### src/rtl/pezaris_seq_mult.sv
`default_nettype none
// ============================================================================
// Module   : pezaris_seq_mult
// Brief    : Sequential two's-complement multiplier, one partial-product row
//            per clock; the top multiplier row has negative weight (Pezaris).
//            Optional macro PEZARIS_UNSIGNED_MODE_EN adds a tc_mode input
//            selecting signed (1) or unsigned (0) operands.
// Revision : 1.0 - initial release
// ============================================================================
module pezaris_seq_mult #(
    parameter int WIDTH = 8
) (
    input  logic                 clk,
    input  logic                 rst_n,
    input  logic                 in_valid,
    output logic                 in_ready,
    input  logic [WIDTH-1:0]     a,
    input  logic [WIDTH-1:0]     b,
`ifdef PEZARIS_UNSIGNED_MODE_EN
    input  logic                 tc_mode,
`endif
    output logic                 out_valid,
    input  logic                 out_ready,
    output logic [2*WIDTH-1:0]   p
);

    localparam int CNT_W = $clog2(WIDTH);
    localparam logic [CNT_W-1:0] c_last_row = CNT_W'(WIDTH - 1);

    typedef enum logic [1:0] {
        IDLE  = 2'd0,
        ACCUM = 2'd1,
        DONE  = 2'd2
    } state_t;

    state_t               r_state;
    state_t               w_state_nxt;
    logic [WIDTH-1:0]     r_a;
    logic [WIDTH-1:0]     r_b;
    logic [2*WIDTH-1:0]   r_acc;
    logic [2*WIDTH-1:0]   r_p;
    logic [CNT_W-1:0]     r_cnt;

    logic                 w_signed;
    logic                 w_last_row;
    logic [2*WIDTH-1:0]   w_a_ext;
    logic [2*WIDTH-1:0]   w_row;
    logic [2*WIDTH-1:0]   w_acc_nxt;

`ifdef PEZARIS_UNSIGNED_MODE_EN
    logic                 r_tc;
    assign w_signed = r_tc;
`else
    assign w_signed = 1'b1;
`endif

    // Row datapath: the last row is subtracted only for signed operands
    assign w_last_row = (r_cnt == c_last_row);
    assign w_a_ext    = {{WIDTH{w_signed & r_a[WIDTH-1]}}, r_a};
    assign w_row      = w_a_ext << r_cnt;
    assign w_acc_nxt  = !r_b[r_cnt]               ? r_acc :
                        (w_signed && w_last_row)  ? r_acc - w_row :
                                                    r_acc + w_row;

    always_ff @(posedge clk or negedge rst_n) begin
        if (!rst_n) begin
            r_state <= IDLE;
        end else begin
            r_state <= w_state_nxt;
        end
    end

    // Handshake outputs depend on registered state only
    always_comb begin
        w_state_nxt = r_state;
        in_ready    = 1'b0;
        out_valid   = 1'b0;
        case (r_state)
            IDLE: begin
                in_ready = 1'b1;
                if (in_valid) w_state_nxt = ACCUM;
            end
            ACCUM: begin
                if (w_last_row) w_state_nxt = DONE;
            end
            DONE: begin
                out_valid = 1'b1;
                if (out_ready) w_state_nxt = IDLE;
            end
            default: w_state_nxt = IDLE;
        endcase
    end

    always_ff @(posedge clk or negedge rst_n) begin
        if (!rst_n) begin
            r_a   <= '0;
            r_b   <= '0;
            r_acc <= '0;
            r_p   <= '0;
            r_cnt <= '0;
`ifdef PEZARIS_UNSIGNED_MODE_EN
            r_tc  <= 1'b0;
`endif
        end else begin
            case (r_state)
                IDLE: begin
                    if (in_valid) begin
                        r_a   <= a;
                        r_b   <= b;
                        r_acc <= '0;
                        r_cnt <= '0;
`ifdef PEZARIS_UNSIGNED_MODE_EN
                        r_tc  <= tc_mode;
`endif
                    end
                end
                ACCUM: begin
                    r_acc <= w_acc_nxt;
                    r_cnt <= r_cnt + 1'b1;
                    if (w_last_row) r_p <= w_acc_nxt;
                end
                default: ;
            endcase
        end
    end

    assign p = r_p;

endmodule
`default_nettype wire

### config.mk
export PLATFORM = sky130hd
export DESIGN_NAME = pezaris_seq_mult
export DESIGN_NICKNAME = d
export VERILOG_FILES = /design/src/rtl/pezaris_seq_mult.sv
export SDC_FILE = /design/constraint.sdc
export NUM_CORES = 1
export LEC_CHECK = 0
export CORE_ASPECT_RATIO = 0.8
export CORE_MARGIN = 2
export CORE_UTILIZATION = 38
export DETAILED_ROUTE_END_ITERATION = 6
export GPL_TIMING_DRIVEN = 0
export SYNTH_ARGS = -nofsm -noshare
export SYNTH_HDL_FRONTEND = slang
export SYNTH_SLANG_ARGS = --single-unit
### constraint.sdc
create_clock -name clk -period 5.9 [get_ports clk]
set_input_delay 0.59 -clock clk [delete_from_list [all_inputs] [get_ports clk]]
set_output_delay 0.59 -clock clk [all_outputs]
set_load 0.02 [all_outputs]
# Yosys cells after proc, flatten, opt, wreduce, memory -nomap -nowiden
# Cells that the tools add are included.
dict set report word_totals {
  ff_bits 53
  input_bits 20
  output_inout_bits 18
  wordCells 37
}
dict set report op_classes {
  add_sub_neg 3
  magnitude_cmp 1
  n_eq_ne 6
  shifts 1
  n_mux 14
  n_reduce_logical 6
}
# cell count
set ops {}
lappend ops {{$mux 16} 3}
lappend ops {{$pmux 16 s2} 1}
lappend ops {{$add 16x16->16} 1}
lappend ops {{$shl 16x3->16} 1}
lappend ops {{$sub 16x16->16} 1}
lappend ops {{$mux 2} 3}
lappend ops {{$ne 2x2->1 const B} 3}
lappend ops {{$pmux 2 s3} 1}
lappend ops {{$pmux 3 s2} 1}
lappend ops {{$reduce_and 2->1} 3}
lappend ops {{$lt 3x4->1 const B} 1}
lappend ops {{$add 3x1->3 const B} 1}
lappend ops {{$bmux 1 s3} 1}
lappend ops {{$eq 3x3->1 const B} 1}
lappend ops {{$mux 1} 3}
lappend ops {{$mux 3} 1}
lappend ops {{$reduce_and 3->1} 1}
lappend ops {{$eq 2x1->1 const B} 1}
lappend ops {{$eq 2x2->1 const B} 1}
lappend ops {{$logic_not 2->1} 1}
lappend ops {{$reduce_bool 2->1} 1}

# Depth between registers and ports, before layout
# Gate-level depths: netlist of the first run.
dict set report depth {
  depth_word 5
  mapped_depth 21
  depth_no_buf 19
}

# Worst setup path after synthesis of the first run
# OpenSTA, ideal clock, no wires.
dict set report synth_path {
  kind {register to register}
  start {register r_cnt[2]}
  end {register r_acc[15]}
  t_arrival_ns 3.698
  path_slack_ns 2.123
  path_stages_with_launch 19
  path_buffers 3
  cell_sequence {dfrtp_1 > clkbuf_1 > clkbuf_1 > or3_1 > ha_1 > o21a_1 > and3_1 > nor2_1 > xor2_1 > ha_1 > clkbuf_1 > a21oi_1 > nor3b_1 > a21o_1 > o211ai_1 > a21o_1 > mux2i_1 > and2_1 > mux2i_1}
}
dict set report synth_via {
  elab_chain_cells 5
  elab_cells_between_ends 9
  cone_classes {add/sub (2); eq/ne (1); shift (1); mux (5)}
}
# element line
set synth_rtl {}
lappend synth_rtl {{from (decl)} 42} ;# logic [CNT_W-1:0] r_cnt;
lappend synth_rtl {{from (signal assigned)} 119} ;# r_cnt <= r_cnt + 1'b1;
lappend synth_rtl {{$shl 16x3->16} 60} ;# assign w_row = w_a_ext << r_cnt;
lappend synth_rtl {{$add 16x16->16 or $sub 16x16->16 (tied branches)} {63, 62}}
lappend synth_rtl {{$mux 16} 62} ;# (w_signed && w_last_row) ? r_acc - w_row :
lappend synth_rtl {{$mux 16 *} 61} ;# assign w_acc_nxt = !r_b[r_cnt] ? r_acc :
lappend synth_rtl {{$pmux 16 s2 *} 105} ;# case (r_state)
lappend synth_rtl {{to (signal assigned)} 118} ;# r_acc <= w_acc_nxt;
lappend synth_rtl {{to (decl)} 40} ;# logic [2*WIDTH-1:0] r_acc;
# Mark *: on every way between the ends. The rest lies on a longest branch, timed or not. The select of a mux whose other input is x is not followed.
# A chain may end at the register's enable or synchronous reset.

# Final worst setup path of the first run
# Same ends and word-level chain as after synthesis.

==> results.yml, run 1 <==
status:
  status: "finished, final reports clean"
finish:
  area_delta_synth_final_pct: 18.5
  fill_cells: 953
  final_nets: 502
  multiInputGateArea_um2: 2260
  antenna_cells: 0
  drive_gt1_share_pct: 7.33
  regArea_um2: 1330
  final_util_pct: 46.1
cts:
  htreeDepth: 2
  root_buffer: "clkbuf_16"
  numCtsBuffers: 5
  clk_latency_ns: 0.30
  clkTransAtPathRegs_ns: 0.07
  cts_tree: "done"
  cts_resized: 0
  cts_hold_buf: 0
  cts_setup_buffers: 0
  cts_buffer_depth: 2
  cts_sinks: 53
setup_path:
  critPathBufInv: 3
  cp_slowest_cell: "dfrtp_1"
  slowest_delay_ns: 0.47
  cp-end-kind: "flip-flop"
  crit_family: "buffers and inverters"
  crit_fanout: 10
  worst_setup_path_start_kind: "flip-flop"
  crit_chain: "clkbuf_1 -> clkbuf_1 -> or3_1 -> ha_1 -> o21a_1 -> and3_1 -> nor2_1 -> xor2_1 -> ha_1 -> clkbuf_1 -> a21oi_1 -> nor3b_1 -> a21o_1 -> o211ai_1 -> a21o_1 -> mux2i_1 -> and2_1 -> mux2i_1"
  timing.critical_path.mode_cell: "clkbuf_1"
  path_class: "flip-flop to flip-flop"
  arrival_ns: 4.57
  critical_path_required_ns: 6.12
synthesis:
  synthTopCellsByCount: "84 x nand2_1, 53 x dfrtp_1, 30 x o21ai_0"
  synth_most_common_cell: "nand2_1"
  synthFlopType: "dfrtp_1"
  synthArstFlopShare_pct: 100
  ys_seq_elements: 53
  synth_warnings: 0
  synth_edf_count: 0
  yosys.area.top_type: "dfrtp_1"
  yosysUniqueCellTypes: 47
  synth_top_area_share_pct: 35.7
  seq_area_frac_synth_pct: 35.7
  syn_nets: 457
  synth_cells: 418
  synth.area.top_cells: "dfrtp_1 36%, nand2_1 8.5%, mux2i_1 6.5%"
  avgSynthCellArea_um2: 8.90
  syn-cell-area_um2: 3720
placed_design:
  hpwlAfterDp_um: 6620
  io_buffers: 37
  gp_congestion: 0.877
die:
  ios: 38
  die_area_um2: 10600
  rows: 32
  fp.dieW_um: 115
  core_um2: 9570
  die_y_um: 92.5
  initial_utilization_pct: 38.9
global_route:
  first_global_vias: 2912
  grt_usage_pct: 17.2
  grt_overflow_total: 0
  grt_pass1_wl_um: 14500
  antenna_found_initial: 0
  grt_max_degree: 29
drt:
  vias: 3023
  viasPerCell: 5.19
  wire_per_inst_um: 14.6
  routed_wl_um: 8520
  antenna_left: 0
  drtIter0Drc: 127
  wl_met2_um: 3520
  wl_met3_um: 303
  drc: 0
  topRoutingLayerUsed: "met4"
  drt_pass1_iterations: 4
  wl_met1_um: 4610
sta:
  period_minus_slack_ns: 4.34
  setup_viol: 0
  drv_slew: 0
  hold_viol_final: 0
  min_period_over_period_pct: 73.6
  grt_setup_unrepaired: "false"
  worst_pin_slew_ns: 0.749
  fin_worst_skew_ns: 0.00960
  setup_tns_ns: 0
  max_slew_margin_pct: 49.9
  fmaxAchievable_mhz: 230
run:
  drv_cap: 0
hold_path:
  hp-class: "input port to async pin"
[through the flow]
step           area (um^2)  hold slack, ns  cells  setup WS, ns
2_1_floorplan         3720           0.294    418          2.12
3_3_place_gp          4240           0.461    574          1.58
3_5_place_dp          4250           0.461    575          1.56
4_1_cts               4410           0.325    583          1.53
5_1_grt               4410           0.358    583          1.04
6_report              4410           0.304    583          1.56
[final cells by class]
cell class,count,area share [%]
sequential,53,30.1
clock inverter,2,0.369
timing repair buffer,38,8.74
inverter,11,0.936
multi-input combinational,332,51.2
tap,119,3.38
clock buffer,6,3.15
buffer,22,2.13
[registers in the layout, summed over array words and instances, names as in the netlist]
signal   cells
r_acc       16
r_cnt        3
r_a          8
r_state      2
p           16
r_b          8
[worst paths after layout]
path / from / to / slack (ns) / cells after the start
worst min register to register: p[5] / p[5] / 0.48 / 2
worst max register to register: r_cnt[2] / r_acc[15] / 1.56 / 18
max in group asynchronous: rst_n / r_acc[10] / 5.04 / 2
min in group clk: p[5] / p[5] / 0.48 / 2
worst max-delay path: r_cnt[2] / r_acc[15] / 1.56 / 18
worst min-delay path: rst_n / p[1] / 0.30 / 1
[cells in the final DEF (no fill, tap or decap), drive strengths merged, types with 2 or more instances in the layout]
| cell | n |
|---|---|
| buf | 7 |
| xor2 | 9 |
| dfrtp | 53 |
| or2 | 3 |
| and2 | 5 |
| ha | 18 |
| clkdlybuf4s50 | 36 |
| o31ai | 2 |
| nor3 | 7 |
| nand2b | 9 |
| o21a | 4 |
| nand3 | 9 |
| mux4 | 6 |
| xnor2 | 17 |
| o21ai | 30 |
| nand4 | 2 |
| or3 | 2 |
| clkbuf | 23 |
| nand2 | 84 |
| o221ai | 2 |
| a21o | 10 |
| nor2b | 6 |
| a21oi | 19 |
| nand3b | 3 |
| mux2i | 24 |
| nor3b | 2 |
| mux2 | 8 |
| nor2 | 22 |
| a31oi | 6 |
| inv | 12 |
| and3 | 4 |
| a22o | 9 |
[logic make-up (layout without fill, tap and decap cells)]
| logic type | Yosys count | count (layout) | share of synthesized area [%] |
|---|---|---|---|
| compound gates | 91 | 91 | 15.7 |
| xor+xnor | 26 | 26 | 6.12 |
| fa+ha+maj | 19 | 19 | 6.59 |
| buf+inv | 33 | 79 | 3.63 |
| flops | 53 | 53 | 35.7 |
| mux | 38 | 38 | 12.7 |
| simple gates | 158 | 158 | 19.6 |
[routing by layer]
layer	global-route usage, %	vias up
met5	0	-
met4	3.96	0
met3	3.08	10
met2	25.9	50
met1	25.6	1416
li1	-	1547
Power of run 1 is left out: the tool's default activity adds up to more than one toggle a clock period on the data nets, which glitch-free logic cannot reach.
==> run 2, diff against run 1 <==
clock period = 3.6 ns   (was 5.9 ns; I/O delays follow)
==> results.yml, run 2 (synthesis gave the netlist of run 1 again) <==
setup_path:
  crit_family: "compound AO/OA/AOI/OAI gates"
  slowest_delay_ns: 0.52
  worst_setup_path_start_kind: "flip-flop"
  timing.critical_path.mode_cell: "buf_4"
  r2r-start: "r_cnt[1]"
  crit_start: "r_cnt[1]"
  arrival_ns: 4.04
  crit_chain: "buf_6 -> buf_4 -> mux2i_4 -> mux4_2 -> nor2b_4 -> buf_4 -> a21oi_4 -> xnor2_2 -> ha_4 -> and3_4 -> nand3_2 -> a211oi_2 -> nor2_1 -> a21oi_2 -> xor2_1 -> mux2i_1 -> o21ai_1"
  cp_slowest_cell: "mux4_2"
  path_class: "flip-flop to flip-flop"
  critical_path_required_ns: 3.81
  critPathBufInv: 3
  cp-end-kind: "flip-flop"
  crit_fanout: 5
drt:
  viasPerCell: 5.40
  drc: 0
  wire_per_inst_um: 16.1
  antenna_left: 0
  drt_pass1_iterations: 4
  vias: 3351
  drtIter0Drc: 243
  routed_wl_um: 10000
status:
  status: "finished with violations"
  violations: "setup timing"
sta:
  setup_tns_ns: -2.19
  fin_hold_ws_ns: 0.0723
  max_slew_margin_pct: 45.7
  fmaxAchievable_mhz: 261
  hold_viol_final: 0
  worst_pin_slew_ns: 0.811
  setup_slack_ns: -0.230
  fin_worst_skew_ns: 0.00536
  drv_slew: 0
  grt_setup_unrepaired: "true"
  period_minus_slack_ns: 3.83
  setup_viol: 14
  min_period_over_period_pct: 106
finish:
  final_nets: 540
  final_util_pct: 53.6
  layout_commonest_cell: "nand2_1"
  drive_gt1_share_pct: 26.5
  final_cell_mix: "82 x nand2_1, 51 x dfrtp_1, 36 x clkdlybuf4s50_1"
  area_delta_synth_final_pct: 37.8
  antenna_cells: 0
  fill_cells: 862
  final_cell_count_no_fill: 620
die:
  die_area_um2: 10600
  ios: 38
  rows: 32
  core_um2: 9570
  die_y_um: 92.5
  initial_utilization_pct: 38.9
  fp.dieW_um: 115
global_route:
  grt_pass1_wl_um: 16100
  first_global_vias: 3243
  grt_overflow_total: 0
  grt_max_degree: 31
  antenna_found_initial: 0
  grt_usage_pct: 18.8
placed_design:
  hpwlAfterDp_um: 6710
  dp_cells: 575
  io_buffers: 37
  gp_congestion: 0.873
cts:
  cts_tree: "done"
  clkTransAtPathRegs_ns: 0.07
  cts_buffer_depth: 2
  cts_hold_buf: 0
  cts_sinks: 53
  clk_latency_ns: 0.29
  htreeDepth: 2
  numCtsBuffers: 5
  root_buffer: "clkbuf_16"
run:
  drv_cap: 0
hold_path:
  hp-class: "input port to async pin"
-- run 2: worst reg2reg max path, stage by stage (launching register included) --
cell and delay (ns):
dfrtp_1 0.42, buf_6 0.16, buf_4 0.14, mux2i_4 0.19, mux4_2 0.52, nor2b_4 0.17, buf_4 0.14, a21oi_4 0.16
xnor2_2 0.11, ha_4 0.32, and3_4 0.23, nand3_2 0.09, a211oi_2 0.27, nor2_1 0.10, a21oi_2 0.21, xor2_1 0.21
mux2i_1 0.11, o21ai_1 0.18
-- run 2: per-stage QoR --
step	cell area (um^2)	setup WS (ns)
floorplan	3760	0.000276
global placement	4280	-0.481
detailed placement	4290	-0.570
CTS	4860	-0.142
global route	5130	-0.449
finish	5130	-0.230
-- run 2: final timing paths --
| path | to | slack, ns | cells after the start |
|---|---|---|---|
| worst max-delay path | p[12] | -0.23 | 17 |
| min in group clk | r_b[4] | 0.48 | 2 |
| worst max register to register | p[12] | -0.23 | 17 |
| worst min register to register | r_b[4] | 0.48 | 2 |
| max in group asynchronous | r_cnt[2] | 2.95 | 2 |
| worst min-delay path | p[3] | 0.07 | 1 |
-- run 2: layout make-up --
cell class	instances	area [um^2]	area share, %
Clock inverter	2	38.8	0.756
Buffer	20	135	2.64
Multi-Input combinational cell	332	2600	50.7
Tap cell	119	149	2.90
Sequential cell	53	1330	25.9
Inverter	11	41.3	0.805
Timing Repair Buffer	78	709	13.8
Clock buffer	5	125	2.44
-- run 2: routing by layer --
metal	vias up	wire length [um]	global-route usage, %
li1	1623	-	-
met1	1628	4760	27.0
met2	90	4650	30.3
met3	10	487	3.40
met4	0	99	2.74
met5	-	0	0
-- run 2: timing repair --
item / 4_1_cts / 5_1_grt
endpoints found under the setup margin: 19 / 19
pin swaps: 38 / 31
buffers inserted: 26 / 13
resized for setup: 56 / 38
gates cloned: 1 / 0
Power of run 2 is left out for the same reason.
==> run 3, diff against run 2 <==
DONT_BUFFER_PORTS = 1   (was not set)
==> results.yml, run 3 (synthesis gave the netlist of run 1 again) <==
status:
  status: "finished with violations"
  violations: "setup timing"
cts:
  cts_tree: "done"
  numCtsBuffers: 5
  cts_buffer_depth: 2
  clkTransAtPathRegs_ns: 0.07
  root_buffer: "clkbuf_16"
  htreeDepth: 2
  cts_sinks: 53
  clk_latency_ns: 0.29
die:
  die_y_um: 92.5
  ios: 38
  core_um2: 9570
  die_area_um2: 10600
  rows: 32
  initial_utilization_pct: 38.9
  fp.dieW_um: 115
sta:
  fmaxAchievable_mhz: 259
  worst_pin_slew_ns: 0.731
  hold_viol_final: 0
  max_slew_margin_pct: 51.1
  min_period_over_period_pct: 107
  setup_viol: 12
  setup_slack_ns: -0.267
  period_minus_slack_ns: 3.87
  grt_setup_unrepaired: "true"
  fin_worst_skew_ns: 0.00510
  drv_slew: 0
drt:
  drt_pass1_iterations: 4
  drtIter0Drc: 170
  antenna_left: 0
  vias: 3108
  wire_per_inst_um: 16.1
  viasPerCell: 5.43
  drc: 0
  routed_wl_um: 9190
setup_path:
  cp-end-kind: "flip-flop"
  critical_path_required_ns: 3.82
  timing.critical_path.mode_cell: "buf_4"
  worst_setup_path_start_kind: "flip-flop"
  path_class: "flip-flop to flip-flop"
  cp_slowest_cell: "mux4_1"
  crit_chain: "buf_6 -> mux4_1 -> mux2_4 -> nor2b_4 -> inv_1 -> nor2_2 -> a31oi_2 -> xnor2_1 -> ha_1 -> buf_4 -> buf_4 -> nand4_1 -> o211ai_1 -> buf_4 -> nand3b_1 -> mux2i_2 -> and2_4 -> mux2i_1"
  arrival_ns: 4.08
  crit_fanout: 4
  slowest_delay_ns: 0.53
placed_design:
  hpwlAfterDp_um: 6500
  io_buffers: 0
  gp_congestion: 0.877
hold_path:
  hp-class: "input port to flip-flop"
finish:
  antenna_cells: 0
  fill_cells: 909
  layout_commonest_cell: "nand2_1"
  regArea_um2: 1330
  final_cell_mix: "84 x nand2_1, 51 x dfrtp_1, 26 x buf_4"
  area_delta_synth_final_pct: 21.3
  final_util_pct: 47.2
  multiInputGateArea_um2: 2450
  drive_gt1_share_pct: 22.7
  final_nets: 492
global_route:
  grt_max_degree: 54
  antenna_found_initial: 0
  first_global_vias: 3000
  grt_overflow_total: 0
  grt_usage_pct: 18.2
  grt_pass1_wl_um: 15200
run:
  drv_cap: 0
run 3: routing by layer:
layer  vias to the layer above  track usage [%]  share of wire [%]
met5                         -                0                  0
met4                         0             3.76               0.63
met3                         5             3.21                4.8
met2                        67             27.7                 45
met1                      1511             27.1                 50
li1                       1525                -                  -
run 3: cell type report:
class / instances / area share [%]
Clock buffer: 5 / 2.77
Timing Repair Buffer: 30 / 5.52
Buffer: 20 / 2.80
Tap cell: 119 / 3.30
Multi-Input combinational cell: 332 / 54.4
Sequential cell: 53 / 29.4
Clock inverter: 2 / 0.859
Inverter: 11 / 0.915
run 3: path summary, 6_finish.rpt:
| path | cells after the start | slack (ns) | endpoint | startpoint |
|---|---|---|---|---|
| max | 18 | -0.27 | r_acc[15] | r_cnt[1] |
| min | 1 | 0.17 | r_state[1] | out_ready |
| max reg2reg | 18 | -0.27 | r_acc[15] | r_cnt[1] |
| min reg2reg | 2 | 0.47 | r_b[2] | r_b[2] |
| max in group asynchronous | 2 | 2.74 | r_cnt[2] | rst_n |
| min in group asynchronous | 2 | 0.58 | r_acc[3] | rst_n |
run 3: critical path: cells and delay by family (launching register included):
kind / cells / cell delay [ns]
multiplexers: 4 / 1.22
adder cells (fa/ha/maj): 1 / 0.38
buffers and inverters: 5 / 0.58
XOR/XNOR: 1 / 0.14
AO/OA/AOI/OAI: 2 / 0.38
AND/OR/NAND/NOR: 5 / 0.69
flip-flops: 1 / 0.41
run 3: metrics by stage:
stage               setup slack [ns]  area, um^2  hold WS, ns  setup TNS [ns]  std cells
floorplan                   0.000276        3760       0.0644               0        418
global placement              -0.478        3910       0.0669           -4.69        537
detailed placement            -0.557        3910       0.0667           -5.53        537
CTS                           -0.193        4330        0.157          -0.969        563
global route                  -0.417        4510        0.155           -3.78        572
finish                        -0.267        4510        0.166           -1.40        572
run 3: repair_timing:
item,CTS,global route
resized for setup,29,31
hold buffers,2,0
endpoints found under the setup margin,18,19
cloned,0,1
pin swaps,24,24
hold endpoints to repair,53,0
buffers inserted,18,9
Power of run 3 is left out for the same reason.
